<file path="src/rtl/scaler_accumulator.sv">
// scaler_accumulator: counts per-channel scaler flags over a gate period and
// latches saturated per-period totals into holding registers read via an addressed port.
`default_nettype none

module scaler_accumulator #(
  parameter int NUM_SCALERS = 16,
  parameter int COUNT_WIDTH = 16,
  parameter int ADDR_WIDTH  = 4
) (
  input  logic                   clk_i,
  input  logic                   rst_n_i,
  input  logic [NUM_SCALERS-1:0] scaler_i,
  input  logic                   gate_i,
  input  logic                   clear_i,
  input  logic [ADDR_WIDTH-1:0]  rd_addr_i,
  input  logic                   rd_i,
  output logic [COUNT_WIDTH-1:0] rd_data_o,
  output logic                   rd_valid_o,
  output logic                   update_o,
  output logic [NUM_SCALERS-1:0] overflow_o,
  output logic [7:0]             period_count_o
);

  localparam logic [COUNT_WIDTH-1:0] COUNT_MAX = '1;

  typedef enum logic [0:0] {
    IDLE  = 1'b0,
    COUNT = 1'b1
  } state_t;

  state_t state, state_next;

  logic latch_en;
  logic acc_clr;
  logic acc_run;

  logic [COUNT_WIDTH-1:0] acc     [NUM_SCALERS];
  logic [COUNT_WIDTH-1:0] acc_inc [NUM_SCALERS];
  logic [COUNT_WIDTH-1:0] holding [NUM_SCALERS];
  logic [NUM_SCALERS-1:0] sat;
  logic [NUM_SCALERS-1:0] sat_hit;
  logic [COUNT_WIDTH-1:0] rd_sel;

  always_ff @(posedge clk_i or negedge rst_n_i) begin
    if (!rst_n_i) begin
      state <= IDLE;
    end else begin
      state <= state_next;
    end
  end

  // Counting only starts at the first gate, so IDLE keeps accumulators cleared.
  always_comb begin
    state_next = state;
    latch_en   = 1'b0;
    acc_clr    = 1'b0;
    acc_run    = 1'b0;
    if (clear_i) begin
      state_next = IDLE;
      acc_clr    = 1'b1;
    end else begin
      case (state)
        IDLE: begin
          acc_clr = 1'b1;
          if (gate_i) begin
            state_next = COUNT;
          end
        end
        COUNT: begin
          if (gate_i) begin
            latch_en = 1'b1;
            acc_clr  = 1'b1;
          end else begin
            acc_run = 1'b1;
          end
        end
        default: begin
          state_next = IDLE;
        end
      endcase
    end
  end

  // sat_hit marks a flag that would push a full accumulator past its maximum.
  always_comb begin
    for (int n = 0; n < NUM_SCALERS; n++) begin
      sat_hit[n] = scaler_i[n] && (acc[n] == COUNT_MAX);
      acc_inc[n] = sat_hit[n] ? acc[n]
                              : acc[n] + {{(COUNT_WIDTH-1){1'b0}}, scaler_i[n]};
    end
  end

  always_ff @(posedge clk_i or negedge rst_n_i) begin
    if (!rst_n_i) begin
      for (int n = 0; n < NUM_SCALERS; n++) begin
        acc[n]     <= '0;
        holding[n] <= '0;
      end
      sat        <= '0;
      overflow_o <= '0;
    end else begin
      for (int n = 0; n < NUM_SCALERS; n++) begin
        if (acc_clr) begin
          acc[n] <= '0;
        end else if (acc_run) begin
          acc[n] <= acc_inc[n];
        end

        if (clear_i) begin
          holding[n] <= '0;
        end else if (latch_en) begin
          holding[n] <= acc_inc[n];
        end
      end

      if (acc_clr) begin
        sat <= '0;
      end else if (acc_run) begin
        sat <= sat | sat_hit;
      end

      if (clear_i) begin
        overflow_o <= '0;
      end else if (latch_en) begin
        overflow_o <= sat | sat_hit;
      end
    end
  end

  always_ff @(posedge clk_i or negedge rst_n_i) begin
    if (!rst_n_i) begin
      update_o       <= 1'b0;
      period_count_o <= 8'd0;
    end else begin
      update_o <= latch_en;
      if (clear_i) begin
        period_count_o <= 8'd0;
      end else if (latch_en) begin
        period_count_o <= period_count_o + 8'd1;
      end
    end
  end

  // Holding registers update on the same edge, so a coincident read sees the pre-latch value.
  always_comb begin
    rd_sel = '0;
    if (int'(rd_addr_i) < NUM_SCALERS) begin
      rd_sel = holding[rd_addr_i];
    end
  end

  always_ff @(posedge clk_i or negedge rst_n_i) begin
    if (!rst_n_i) begin
      rd_data_o  <= '0;
      rd_valid_o <= 1'b0;
    end else begin
      rd_valid_o <= rd_i;
      if (rd_i) begin
        rd_data_o <= rd_sel;
      end
    end
  end

endmodule

`default_nettype wire
</file>
<file path="config.mk">
export PLATFORM = sky130hd
export DESIGN_NAME = scaler_accumulator
export DESIGN_NICKNAME = d
export VERILOG_FILES = /design/src/rtl/scaler_accumulator.sv
export SDC_FILE = /design/constraint.sdc
export NUM_CORES = 1
export LEC_CHECK = 0
export ABC_AREA = 1
export BUFFER_PORTS_ARGS = -buffer_cell sky130_fd_sc_hd__buf_4
export CAP_MARGIN = 5
export CORE_UTILIZATION = 25
export DETAILED_ROUTE_END_ITERATION = 10
export HOLD_SLACK_MARGIN = 0.05
export PLACE_DENSITY = 0.5
export SYNTH_ARGS = -nofsm -noshare
export SYNTH_HDL_FRONTEND = slang
export SYNTH_SLANG_ARGS = --single-unit
export TNS_END_PERCENT = 5
</file>
<file path="constraint.sdc">
create_clock -name clk_i -period 3.4 [get_ports clk_i]
set_input_delay 0.17 -clock clk_i [delete_from_list [all_inputs] [get_ports clk_i]]
set_output_delay 0.17 -clock clk_i [all_outputs]
set_load 0.05 [all_outputs]
</file>
==> impl_metrics.py <==
metrics = {
    "synthesis": {
        "synth_area_sq_um": 30500,
        "synthArstFlopShare": 1.00,
        "synth_seq_cells": 571,
        "syn_nets": 4143,
        "ys_seq_area_frac": 0.469,
        "synthCells": 4085,
        "synth_cell_types": 34,
        "ys_warn_count": 0,
        "synth_area_per_cell_sq_um": 7.46,
        "synth_ff_type": "dfrtp_1",
        "synth_edf_count": 0,
    },
    "clock_network": {
        "postCtsSetupRepairBufs": 0,
        "path_clk_slew_ns": 0.06,
        "cts_tree": "yes",
        "cts_made_buffers": 72,
        "htree_levels": 3,
        "clock_tree.buffer_depth": 3,
        "cts-root-buf": "clkbuf_16",
        "cts_resized": 0,
        "clock_latency_ns": 0.63,
        "cts_sinks": 571,
        "cts_hold_buf": 23,
    },
    "floorplan": {
        "dieWidth_um": 351,
        "die-area_sq_um": 123000,
        "fp.dieH_um": 351,
        "start_util": 0.253,
        "boundaryPins": 67,
        "rows": 127,
        "core_sq_um": 120000,
    },
    "setup_path": {
        "rrSetupSlack_ns": 1.50,
        "path_buf_inv": 2,
        "cp-end-kind": "register",
        "reg2regPathDepth": 6,
        "criticalPathCategory": "register to register",
        "r2r-start": "state$_DFF_PN0_",
        "cpPeakStageDelay_ns": 0.44,
        "crit_cells": 6,
        "critPathSlowestCell": "nor2_4",
        "cp-start-kind": "register",
        "arrival_ns": 2.43,
        "path_cells": "nand2_1 > inv_2 > nor2_4 > buf_12 > nand2_1 > o21ai_1",
        "r2r-end": "holding[53]$_DFFE_PN0P_",
        "cp_common_cell": "nand2_1",
        "cp.required_ns": 3.93,
        "crit_fanout": 124,
        "cp_top_family": "simple AND/OR/NAND/NOR gates",
    },
    "placement": {
        "dpl.hpwl_um": 65700,
        "io_buffer_count": 66,
        "gp_congestion": 0.878,
    },
    "timing": {
        "post-route-period-util": 0.558,
        "slew_headroom": 0.253,
        "drv_slew": 0,
        "skew_ns": 0.0334,
        "max_freq_mhz": 527,
        "finalSetupViolations": 0,
        "setup_tns_ns": 0,
        "worst_slew_pin_slew_ns": 1.12,
        "grt_setup_unrepaired": "no",
        "finalCriticalPeriod_ns": 1.90,
        "finalHoldViolCount": 0,
    },
    "route": {
        "num_vias": 26200,
        "drc": 0,
        "totalWireLength_um": 93600,
        "first_iter_violations": 2101,
        "wl_per_cell_um": 16.2,
        "drtPass1Iterations": 5,
        "post_drt_via_cell_ratio": 4.54,
        "drtAntennaViolNets": 0,
    },
    "cells_and_area": {
        "final_common_cell": "nand2_1",
        "mostFrequentLayoutCells": "nand2_1 (1943), dfrtp_1 (571), nor2_1 (307), nand3_1 (269), a21oi_1 (146)",
        "fill_cells": 13300,
        "drive_above_1_share": 0.0970,
        "finalNetCount": 4158,
        "syn_to_final_growth_pct": 15.3,
    },
    "grt": {
        "grt_use_total": 0.153,
        "antenna_found_initial": 3,
        "grt_pass1_wl_um": 149000,
        "grt_max_degree": 129,
        "grt_pass1_vias": 25500,
        "grt_overflow": 0,
    },
    "power_and_ir_drop": {
        "p_total_mw": 15.6,
        "power_density_nw_per_um2": 443,
        "peakVddDrop_mv": 0.301,
        "p_clk_frac": 0.499,
        "p_leak_nw": 16.5,
        "p_int_mw": 11.7,
        "p_comb_frac": 0.058,
        "seq_power_share": 0.444,
        "sw_frac_of_total": 0.247,
        "p_sw_mw": 3.85,
    },
    "status": {
        "status": "completed",
    },
    "worst_hold_path": {
        "min_path_type": "input port to asynchronous set/reset pin",
    },
    "job": {
        "maxCapViolations": 0,
    },
}
state kept, by name, summed over array words and instances, names as in the netlist:
signal          flops
acc               256
holding           256
overflow_o         16
rd_data_o          16
sat                16
period_count_o      8
rd_valid_o          1
state               1
update_o            1
cell usage after synthesis (all sizes together), types with 3 or more instances:
cell type,number,share of area
a21oi,247,0.053
and2,17,0.0035
buf,151,0.028
clkbuf,30,0.0037
dfrtp,571,0.47
ha,33,0.014
inv,126,0.016
nand2,1961,0.24
nand3,269,0.044
nand4,66,0.014
nor2,366,0.052
nor3,5,0.00082
o21ai,66,0.011
o21bai,54,0.013
or2,3,0.00062
xnor2,55,0.016
xor2,57,0.016
layout make-up:
class	count	area, sq um	share of cell area
antenna	1	2.50	0.0000712
clock buffer	108	2180	0.0620
clock inverter	20	206	0.00587
tap	1612	2020	0.0574
sequential	571	14300	0.406
multi-input combinational	3207	14800	0.420
timing repair buffer	122	1210	0.0343
inverter	126	488	0.0139
worst max-delay path by stage:
stage / end / slack, ns / startpoint
floorplan: period_count_o[6]$_DFFE_PN0P_ / 1.81 / period_count_o[0]$_DFFE_PN0P_
global placement: rd_data_o[3]$_DFFE_PN0P_ / 1.40 / rd_addr_i[1]
detailed placement: rd_data_o[3]$_DFFE_PN0P_ / 1.41 / rd_addr_i[1]
CTS: holding[53]$_DFFE_PN0P_ / 1.50 / state$_DFF_PN0_
global route: holding[64]$_DFFE_PN0P_ / 1.30 / state$_DFF_PN0_
finish: holding[53]$_DFFE_PN0P_ / 1.50 / state$_DFF_PN0_
cell families (layout without fill, tap and decap cells):
kind of cell,after synthesis,after routing,share of synthesized area
adder cells (fa/ha/maj),33,33,0.0135
AND/OR/NAND/NOR,2689,2689,0.359
buffers and inverters,307,376,0.0474
XOR/XNOR,112,112,0.0322
flip-flops,571,571,0.469
other,0,1,0
AO/OA/AOI/OAI,373,373,0.0787
through the flow:
stage                     utilization  instances  worst slack (ns)  cell area [sq um]  hold slack, ns
final                           0.292       5767              1.50              35200           0.144
after floorplan                     -       4085              1.81              30500          -0.126
after global placement          0.270       5615              1.40              32500           0.205
after detailed placement        0.270       5615              1.41              32500           0.195
after global routing            0.292       5766              1.30              35200           0.197
after CTS                       0.292       5766              1.50              35200           0.136
power by group through the flow:
stage               Sequential [mW]  Combinational [mW]  Clock, mW
finish                         6.90               0.896       7.76
global route                   6.90               0.991       8.26
CTS                            6.90               0.915       7.99
detailed placement             7.02               0.888          0
global placement               7.02               0.890          0
floorplan                      7.06               0.378          0
layer usage:
layer	GRT usage	vias up	part of all wire	routed length [um]
met1	0.224	12600	0.50	46400
li1	-	13000	-	-
met4	0.0330	6	0.018	1700
met2	0.228	493	0.43	40100
met5	0	-	0.00041	38
met3	0.0333	106	0.057	5320
Power figures use the tool's default switching activity.
